`src/rtl/irq_controller.sv`:
```
// Edge-triggered, prioritised interrupt source for the CPU IRQ/IACK handshake.
// It has a memory-mapped PENDING/ENABLE/CLAIM/EOI window and holds the claimed id in service until EOI.
module irq_controller #(
   parameter int          NSRC      = 8,
   parameter logic [31:0] BASE_ADDR = 32'h0000_0100
) (
   input  logic            clk,
   input  logic            reset,
   input  logic [NSRC-1:0] src,
   input  logic [31:0]     daddr,
   input  logic [31:0]     dwdata,
   input  logic [3:0]      we,
   output logic [31:0]     drdata,
   output logic            hit,
   output logic            irq,
   input  logic            iack,
   output logic [4:0]      active_id,
   output logic            in_service
);

   typedef enum logic [1:0] {IDLE, REQ, SVC} state_t;

   state_t          state_q, state_d;
   logic [NSRC-1:0] src_q, src_d;
   logic [NSRC-1:0] pending_q, pending_d;
   logic [NSRC-1:0] enable_q, enable_d;
   logic [4:0]      active_id_q, active_id_d;
   logic            irq_q, irq_d;
   logic            in_service_q, in_service_d;

   logic [NSRC-1:0] src_edge;
   logic [NSRC-1:0] req_vec;
   logic [NSRC-1:0] active_mask;
   logic [NSRC-1:0] clear_mask;
   logic [4:0]      sel;
   logic            wr_full;
   logic            w1c_wr;
   logic            enable_wr;
   logic            eoi_wr;
   logic            claim;
   logic            unused_bits;

   assign unused_bits = ^{daddr[1:0], dwdata};

   assign hit       = (daddr[31:4] == BASE_ADDR[31:4]);
   assign wr_full   = hit && (we == 4'b1111);
   assign w1c_wr    = wr_full && (daddr[3:2] == 2'd0);
   assign enable_wr = wr_full && (daddr[3:2] == 2'd1);
   assign eoi_wr    = wr_full && (daddr[3:2] == 2'd3);

   assign src_edge    = src & ~src_q;
   assign req_vec     = pending_q & enable_q;
   assign active_mask = NSRC'(1) << active_id_q;

   // Lowest index wins: scan downward so the last assignment is the smallest set bit.
   always_comb begin
      sel = '0;
      for (int i = NSRC - 1; i >= 0; i--) begin
         if (req_vec[i]) sel = 5'(i);
      end
   end

   always_comb begin
      state_d      = state_q;
      active_id_d  = active_id_q;
      irq_d        = irq_q;
      in_service_d = in_service_q;
      claim        = 1'b0;
      case (state_q)
         IDLE: begin
            irq_d = 1'b0;
            if ((|req_vec) && !iack) begin
               state_d     = REQ;
               active_id_d = sel;
               irq_d       = 1'b1;
            end
         end
         REQ: begin
            if (iack) begin
               state_d      = SVC;
               irq_d        = 1'b0;
               in_service_d = 1'b1;
               claim        = 1'b1;
            end else if (!(|(req_vec & active_mask))) begin
               state_d = IDLE;
               irq_d   = 1'b0;
            end
         end
         SVC: begin
            irq_d = 1'b0;
            if (eoi_wr) begin
               state_d      = IDLE;
               in_service_d = 1'b0;
            end
         end
         default: begin
            state_d      = IDLE;
            irq_d        = 1'b0;
            in_service_d = 1'b0;
         end
      endcase
   end

   // New edges are ORed in after clearing so a same-cycle event is never lost.
   always_comb begin
      clear_mask = '0;
      if (w1c_wr) clear_mask = clear_mask | dwdata[NSRC-1:0];
      if (claim)  clear_mask = clear_mask | active_mask;
      pending_d = (pending_q & ~clear_mask) | src_edge;
      enable_d  = enable_wr ? dwdata[NSRC-1:0] : enable_q;
      src_d     = src;
   end

   always_ff @(posedge clk or posedge reset) begin
      if (reset) begin
         state_q      <= IDLE;
         src_q        <= '0;
         pending_q    <= '0;
         enable_q     <= '0;
         active_id_q  <= '0;
         irq_q        <= 1'b0;
         in_service_q <= 1'b0;
      end else begin
         state_q      <= state_d;
         src_q        <= src_d;
         pending_q    <= pending_d;
         enable_q     <= enable_d;
         active_id_q  <= active_id_d;
         irq_q        <= irq_d;
         in_service_q <= in_service_d;
      end
   end

   always_comb begin
      drdata = '0;
      if (hit) begin
         case (daddr[3:2])
            2'd0:    drdata[NSRC-1:0] = pending_q;
            2'd1:    drdata[NSRC-1:0] = enable_q;
            2'd2:    drdata = {in_service_q, 26'b0, active_id_q};
            default: drdata = '0;
         endcase
      end
   end

   assign irq        = irq_q;
   assign active_id  = active_id_q;
   assign in_service = in_service_q;

endmodule

```
`config.mk`:
```
export PLATFORM = sky130hd
export DESIGN_NAME = irq_controller
export DESIGN_NICKNAME = d
export VERILOG_FILES = /design/src/rtl/irq_controller.sv
export SDC_FILE = /design/constraint.sdc
export NUM_CORES = 1
export LEC_CHECK = 0
export ABC_AREA = 1
export BUFFER_PORTS_ARGS = -buffer_cell sky130_fd_sc_hd__buf_2
export CORE_ASPECT_RATIO = 1.1
export CORE_MARGIN = 5
export CORE_UTILIZATION = 39
export DETAILED_ROUTE_END_ITERATION = 7
export MAX_ROUTING_LAYER = met4
export PLACE_DENSITY = 0.89
export SETUP_SLACK_MARGIN = 0.15
export SLEW_MARGIN = 20
export SYNTH_ARGS = -nofsm -noshare
export SYNTH_HDL_FRONTEND = slang
export SYNTH_SLANG_ARGS = --single-unit
export TNS_END_PERCENT = 100
```
`constraint.sdc`:
```
create_clock -name clk -period 1.2 [get_ports clk]
set_input_delay 0.12 -clock clk [delete_from_list [all_inputs] [get_ports clk]]
set_output_delay 0.12 -clock clk [all_outputs]
set_load 0.005 [all_outputs]
```
==> impl_metrics.csv <==
group,metric,value,unit
clocking,cts.sinks,31,
finish,nets,457,
finish,most-common-layout-cells,"nand2_1, buf_2, dfrtp_1",
logic_synthesis,syn_inst,274,
routing,avgViaCountPerCell,4.72,
placement,dp.final_hpwl,3.91,mm
worst_setup_path,crit-reg2reg-launch,"active_id[0]",
worst_setup_path,cp_max_fo,2,
die,die_w,77.2,um
finish,antenna_cells,0,
worst_setup_path,reg2reg_to,"state_q[0]",
die,start_util,41.0,%
finish,mostFrequentLayoutCell,"nand2_1",
placement,place.gp.congestion,0.929,
clocking,clk_latency,0.29,ns
timing,setup_viol,17,
pwr,total_power,0.00327,W
logic_synthesis,ys_seq_area_share,40.1,%
die,design.core.area,4720,um2
clocking,cts_root_buf,"clkbuf_8",
timing,hold_violations,0,
worst_setup_path,arrival,1.23,ns
logic_synthesis,synth_cell_types,26,
worst_setup_path,ff2ff_setup_slack,-0.11,ns
timing,rsz0062_at_grt,"yes",
logic_synthesis,ys_async_sr_fraction,100,%
logic_synthesis,ys.flop_type,"dfrtp_1",
worst_setup_path,cp.required,1.08,ns
logic_synthesis,synth_warnings,0,
finish,seqCellArea,779,um2
clocking,cts_tree,"built",
timing,clock_skew,0.00547,ns
clocking,clk_pin_slew,0.07,ns
clocking,numCtsBuffers,5,
grt,grt_max_degree,32,
finish,drive_above_1_share,43.3,%
routing,routedWlPerCell,13.1,um
die,dieHeight,83.9,um
timing,period_needed,1.35,ns
run,cap_viol_max_count,0,
hold_path,min_from,"dwdata[2]",
logic_synthesis,yosys.area.top_type,"dfrtp_1",
clocking,cts_buffer_depth,2,
die,die_area,6470,um2
routing,vias,2053,
routing,drt_pre_antenna_iters,4,
worst_setup_path,r2r_cells,9,
grt,grt_pass1_vias,1952,
routing,routed_wl,5.71,mm
hold_path,min_path_type,"in -> reg",
hold_path,whs_path_depth,3,
logic_synthesis,syn_avg_cell_area,7.06,um2
run_status,failed_checks,"setup timing",
finish,stdcell_count,435,
timing,maxSlewViolCount,0,
routing,drtAntennaViolNets,0,
logic_synthesis,syn_area,1930,um2
pwr,power_density,1100,nW/um2
clocking,cts.htree.levels,2,
finish,fill_cells,399,
worst_setup_path,critical_path_class,"reg -> out",
pwr,leakage,1.52,nW
logic_synthesis,synthTopCellsByArea,"dfrtp_1, nand2_1, buf_4",
finish,multiInputGateArea,1190,um2
placement,port-buffer-count,67,
logic_synthesis,synth_edf_count,0,
die,rows,26,
grt,grtUsageTotal,16.9,%
timing,period_share,112,%
grt,antenna_found_initial,0,
timing,setup_ws,-0.150,ns
grt,overflow,0,
placement,placed_cell_area,2340,um2
worst_setup_path,cp-start-kind,"flip-flop",
finish,fin_area,2980,um2
logic_synthesis,ys_ff_latch,31,
run_status,status,"finished, violations left",
logic_synthesis,synth_top_area_share,40.1,%
die,pin_count,119,
finish,syn_to_final_growth,53.8,%
placement,dp_cells,406,
pwr,ir_worst_vdd,0.000782,V
routing,drcViolationCount,0,
finish,finalCoreUtilization,63.1,%
timing,finalSetupTns,-1.25,ns
grt,grt_pass1_wl,8.66,mm
timing,timing.fmax,741,MHz
hold_path,hold_end,"enable_q[2]",
routing,drtIter0Drc,88,
worst_setup_path,end_kind,"output pin",
-- worst max-delay path by stage --
stage	start	endpoint	slack [ns]	depth (start not counted)
6_report	pending_q[2]	drdata[2]	-0.15	5
5_1_grt	active_id[1]	drdata[1]	-0.20	6
2_1_floorplan	active_id[2]	irq	0.08	8
4_1_cts	active_id[0]	drdata[0]	-0.16	6
3_5_place_dp	daddr[17]	pending_q[2]	-0.15	11
3_3_place_gp	daddr[27]	drdata[5]	-0.13	9
-- sequential cells by signal, indices dropped and copies added, names as in the netlist --
name	flops
in_service	1
state_q	2
active_id	3
pending_q	8
enable_q	8
irq	1
src_q	8
-- power by group --
part | internal (W) | switching (W) | total [W]
combinational | 0.000579 | 0.000613 | 0.00119
clock | 0.000403 | 0.000421 | 0.000824
sequential | 0.00116 | 0.0000909 | 0.00125
-- timing repair --
action                                  CTS  global route
hold buffers                              9             0
gates cloned                              1             0
setup buffers                             7             4
endpoints found under the setup margin   25            36
resized for setup                        41            47
endpoints found under the hold margin    39             0
pin swaps                                12            22
-- cell usage after synthesis (4+ instances only) --
cell type / number
dfrtp_1: 31
buf_4: 25
inv_1: 26
o21ai_0: 10
nand2_1: 96
nor2_1: 35
nor3_1: 6
nand3_1: 9
o22ai_1: 4
o21a_1: 7
a21oi_1: 7
-- kinds of logic after synthesis --
group                  after synthesis  share of synthesized area, %
AO/OA/AOI/OAI                       34                          10.5
buffers and inverters               54                          15.4
flip-flops                          31                          40.1
other                                1                         0.194
AND/OR/NAND/NOR                    154                          33.8
-- layout make-up --
cell class | instances | share of cell area (%)
well taps | 56 | 2.35
inverters | 28 | 3.70
multi-input cells | 213 | 40.1
repair inverters | 1 | 0.547
clock buffers | 5 | 2.31
flip-flops and latches | 31 | 26.2
repair buffers | 98 | 24.1
clock inverters | 3 | 0.673
-- stage by stage --
step           setup WS, ns  hold WS, ns
6_report             -0.150       0.0431
5_1_grt              -0.204       0.0548
4_1_cts              -0.160       0.0354
3_5_place_dp         -0.150        0.224
3_3_place_gp         -0.128        0.212
2_1_floorplan        0.0777        0.151
-- metal layers --
metal,up-vias,GRT usage [%],share of wire [%]
met5,-,-,0
met4,0,6.09,1.5
met3,11,4.10,7.3
met2,70,27.9,52
met1,955,19.7,39
li1,1017,-,-
-- worst max-delay path, stage by stage, from the launching register on --
cell and delay (ns):
dfrtp_1 0.41, inv_2 0.08, nor2_2 0.04, a221oi_2 0.20, nor2_1 0.07, buf_2 0.13
No activity file was read; power rests on OpenSTA's default activity.
